### src/rtl/fetch_stage.sv
// fetch_stage: program counter, jump resolution and
// registered valid/ready issue toward execute.
module fetch_stage #(
  parameter int         PROG_LEN = 7,
  parameter logic [3:0] JUMP_OP  = 4'h2
) (
  input  logic        clk,
  input  logic        rst,
  input  logic        en,
  output logic [3:0]  addr,
  input  logic [45:0] line,
  output logic        ins_valid,
  input  logic        ins_ready,
  output logic [3:0]  ins_pc,
  output logic [3:0]  ins_op,
  output logic [11:0] ins_a,
  output logic [11:0] ins_b,
  output logic [11:0] ins_c,
  output logic        jump_err
);

  typedef struct packed {
    logic [3:0]  tag;
    logic [1:0]  rsvd;
    logic [3:0]  op;
    logic [11:0] a;
    logic [11:0] b;
    logic [11:0] c;
  } line_t;

  localparam logic [0:0] RUN   = 1'b0;
  localparam logic [0:0] STALL = 1'b1;

  localparam logic [3:0] PC_LAST = 4'(PROG_LEN - 1);
  localparam logic [4:0] PC_LIM  = 5'(PROG_LEN);

  line_t      ln;
  logic [3:0] pc;
  logic [3:0] pc_inc;
  logic [3:0] pc_nxt;
  logic [3:0] tgt;
  logic       slot_free;
  logic       advance;
  logic       is_jump;
  logic       jmp_ok;
  logic       jmp_bad;
  logic [0:0] state;
  logic [0:0] state_nxt;
  logic       unused_rsvd;

  assign ln          = line_t'(line);
  assign unused_rsvd = ^ln.rsvd;
  assign addr        = pc;

  assign slot_free = !ins_valid || ins_ready;
  assign advance   = en && slot_free;
  assign is_jump   = (ln.op == JUMP_OP);
  assign tgt       = ln.a[3:0];
  assign jmp_ok    = is_jump && ({1'b0, tgt} < PC_LIM);
  assign jmp_bad   = is_jump && !jmp_ok;
  assign pc_inc    = (pc == PC_LAST) ? 4'd0 : pc + 4'd1;

  // next PC: jump target, out-of-range reset, or wrap increment
  always_comb begin
    pc_nxt = pc_inc;
    unique case (1'b1)
      jmp_ok:  pc_nxt = tgt;
      jmp_bad: pc_nxt = 4'd0;
      default: pc_nxt = pc_inc;
    endcase
  end

  // program counter moves only when the issue slot can take a word
  always_ff @(posedge clk or negedge rst) begin
    if (!rst) begin
      pc <= 4'd0;
    end else if (advance) begin
      pc <= pc_nxt;
    end
  end

  // issue register; a jump leaves a bubble and keeps old data
  always_ff @(posedge clk or negedge rst) begin
    if (!rst) begin
      ins_valid <= 1'b0;
      ins_pc    <= 4'd0;
      ins_op    <= 4'd0;
      ins_a     <= 12'd0;
      ins_b     <= 12'd0;
      ins_c     <= 12'd0;
    end else if (advance) begin
      ins_valid <= !is_jump;
      if (!is_jump) begin
        ins_pc <= ln.tag;
        ins_op <= ln.op;
        ins_a  <= ln.a;
        ins_b  <= ln.b;
        ins_c  <= ln.c;
      end
    end else if (ins_ready) begin
      ins_valid <= 1'b0;
    end
  end

  // sticky out-of-range jump flag
  always_ff @(posedge clk or negedge rst) begin
    if (!rst) begin
      jump_err <= 1'b0;
    end else if (advance && jmp_bad) begin
      jump_err <= 1'b1;
    end
  end

  // RUN/STALL tracking of a held, un-accepted instruction
  always_comb begin
    state_nxt = state;
    unique case (state)
      RUN:     if (ins_valid && !ins_ready) state_nxt = STALL;
      STALL:   if (ins_ready) state_nxt = RUN;
      default: state_nxt = RUN;
    endcase
  end

  // state register
  always_ff @(posedge clk or negedge rst) begin
    if (!rst) begin
      state <= RUN;
    end else begin
      state <= state_nxt;
    end
  end

endmodule

### config.mk
export PLATFORM = sky130hd
export DESIGN_NAME = fetch_stage
export DESIGN_NICKNAME = d
export VERILOG_FILES = /design/src/rtl/fetch_stage.sv
export SDC_FILE = /design/constraint.sdc
export NUM_CORES = 1
export LEC_CHECK = 0
export ABC_AREA = 1
export BUFFER_PORTS_ARGS = -buffer_cell sky130_fd_sc_hd__buf_2
export CELL_PAD_IN_SITES_DETAIL_PLACEMENT = 2
export CELL_PAD_IN_SITES_GLOBAL_PLACEMENT = 2
export CORE_MARGIN = 4
export CORE_UTILIZATION = 22
export DETAILED_ROUTE_END_ITERATION = 10
export GPL_TIMING_DRIVEN = 0
export PLACE_DENSITY = 0.74
export SLEW_MARGIN = 20
export SYNTH_ARGS = -nofsm -noshare
export SYNTH_HDL_FRONTEND = slang
export SYNTH_SLANG_ARGS = --single-unit
export TNS_END_PERCENT = 30
### constraint.sdc
create_clock -name clk -period 1.1 [get_ports clk]
set_input_delay 0.22 -clock clk [delete_from_list [all_inputs] [get_ports clk]]
set_output_delay 0.22 -clock clk [all_outputs]
set_load 0.02 [all_outputs]
==> metrics.cfg <==
[sta]
rsz0062_at_grt=true
finalCritPeriodShare_pct=113
setup_viol=51
worstMarginPinSlew_ns=0.493
hold_ws_ns=0.111
fin_tns_setup_ns=-5.36
period_minus_slack_ns=1.25
hold_violations=0
finalClockSkew_ns=0.00440
fmax_ghz=0.803
report.final.slew_viol_count=0
slew_headroom_pct=67.1
fin_ws_ns=-0.146

[synth]
seq_area_frac_synth_pct=61.4
synth_fp_nets=290
synthCells=240
ys_warn_count=0
ys_ff_latch=50
synth_area_mm2=0.00204
syn-mean-instance-area_um2=8.49
synthDistinctLibCells=16

[power_and_ir_drop]
peakVddDrop_uv=817
leakage_nw=1.70
power_mw=5.35
p_per_area_mw_per_mm2=1780

[detailed_routing]
totalWireLength_um=6650
wl_per_cell_um=14.4
drt-initial-drc-count=38
ant_nets=0
routed_via_density=4.22
vias=1953
drc_errors=0
dr.pass1.iters=4

[clocking]
clock_latency_ns=0.30
cts_inserted_buffers=5
cts_buffer_depth=2
cts_tree=yes
root_buffer=clkbuf_8
cts.htree.levels=2
clk_pin_slew_ns=0.09
clock_sinks=50

[critical_path]
cp-start-kind=register
end_kind=register
reg2reg_to=ins_a[11]
critPathArrivalTime_ns=1.45
timing.rr.start=ins_valid
worst-path-max-fanout=10
required_ns=1.30
path_class=register to register
rr_worst_depth=8
r2r_setup_slack_ns=-0.15

[placement]
portBuffers=97
gp_congestion=0.715
placedInstanceArea_mm2=0.00267
dp_hpwl_um=4860

[floorplan]
start_util_pct=23.0
rows=34
die_w_um=104
coreArea_mm2=0.00885
dieArea_mm2=0.0109
io_pins=100
die_h_um=104

[final_layout]
post-route-util_pct=34.0
layout-drive-gt1-share_pct=40.0
syn_to_final_growth_pct=47.6
diodes=0
fin_area_mm2=0.00301
n_fill_cell=1051
nNetsFinal=404

[global_routing]
grt.met1_usage_pct=15.0
grt_max_degree=51
use_met3_pct=4.53
grt_busiest_layer=met2
grt_pass1_wl_um=11000
antenna_found_initial=0
overflow=0
grt_pass1_vias=2222
grtUsageMet2_pct=21.1
grt_util_all_layers_pct=12.4

[min_path]
whs_path_depth=3
worstHoldPathType=input pin to register
hold_path_end=ins_c[4]
worstHoldStart=line[4]

[run_status]
violations=negative setup slack
status=finished with violations

[flow_run]
maxCapViolCount=0

metrics by stage:
step	instances	setup slack (ns)
5_1_grt	463	-0.233
3_3_place_gp	445	-0.349
6_report	463	-0.146
2_1_floorplan	240	-0.156
4_1_cts	462	-0.173
3_5_place_dp	445	-0.369
final cells by class:
| cell class | instances | area [um2] | share of cell area [%] |
|---|---|---|---|
| clock inverter | 1 | 5.00 | 0.166 |
| tap | 108 | 135 | 4.49 |
| inverter | 10 | 37.5 | 1.25 |
| clock buffer | 7 | 86.3 | 2.87 |
| buffer | 9 | 109 | 3.62 |
| timing repair buffer | 107 | 666 | 22.1 |
| multi-input combinational | 171 | 713 | 23.7 |
| sequential | 50 | 1260 | 41.8 |
layout by cell type (no fill, tap or decap), types with 2 or more instances in the layout:
cell,count
buf_4,6
buf_8,3
nand2_1,136
nor2_2,2
o21ai_1,6
nand3_1,9
inv_1,6
clkbuf_8,7
dfrtp_2,4
inv_2,4
dfrtp_1,46
buf_6,18
nor2_1,6
buf_2,86
nand2_2,8
flip-flops by register name (all words and copies together), names as in the netlist:
| register | flops |
|---|---|
| ins_pc | 4 |
| ins_valid | 1 |
| ins_c | 12 |
| jump_err | 1 |
| ins_a | 12 |
| ins_b | 12 |
| addr | 4 |
| ins_op | 4 |
what timing repair did:
item                                   4_1_cts  5_1_grt
resized for setup                           35       24
setup buffers                                6        1
cloned                                       2        0
hold buffers                                 1        0
setup endpoints to repair                   61      102
endpoints found under the hold margin       50        0
pin swaps                                    2        1
worst max path at each step:
stage,end,slack (ns),start
final,ins_a[11],-0.15,ins_valid
after CTS,ins_b[4],-0.17,ins_valid
after floorplan,ins_a[10],-0.16,ins_valid
after detailed placement,ins_c[9],-0.37,ins_valid
after global placement,ins_c[8],-0.35,ins_valid
after global routing,ins_op[0],-0.23,ins_valid
critical path, stage by stage (launching register included):
cell	delay, ns
dfrtp_2	0.42
inv_2	0.08
o21ai_4	0.07
nor2_4	0.13
inv_2	0.07
buf_4	0.14
buf_8	0.14
nand2_1	0.06
nand2_1	0.04
synthesized netlist by cell type:
master	count	area, um2
inv_1	7	26.3
nor2_1	7	26.3
buf_6	2	22.5
dfrtp_1	50	1250
buf_4	1	7.51
o21ai_4	1	16.3
nand2_1	144	541
inv_2	3	11.3
buf_2	5	25.0
nand3b_1	1	7.51
nand3_1	9	45.0
clkbuf_1	1	3.75
o21ai_0	6	30.0
nor2_4	1	11.3
nor2_2	1	6.26
a21o_1	1	7.51
layer usage:
layer  share of wire (%)  routed length, um
met4                0.57                 38
met5                   0                  0
met3                 8.2                546
met2                  49               3290
met1                  42               2770
power by group:
| group | total, mW | switching, mW | internal, mW |
|---|---|---|---|
| combinational | 1.79 | 1.05 | 0.733 |
| clock | 1.12 | 0.615 | 0.509 |
| sequential | 2.43 | 0.263 | 2.17 |
| total | 5.35 | 1.93 | 3.41 |
kinds of logic after synthesis:
kind of cell,after synthesis,synth area share (%)
compound gates,8,2.64
buf+inv,19,4.73
flops,50,61.4
simple gates,163,31.2
Note: power is estimated with default switching activity, not from simulation.
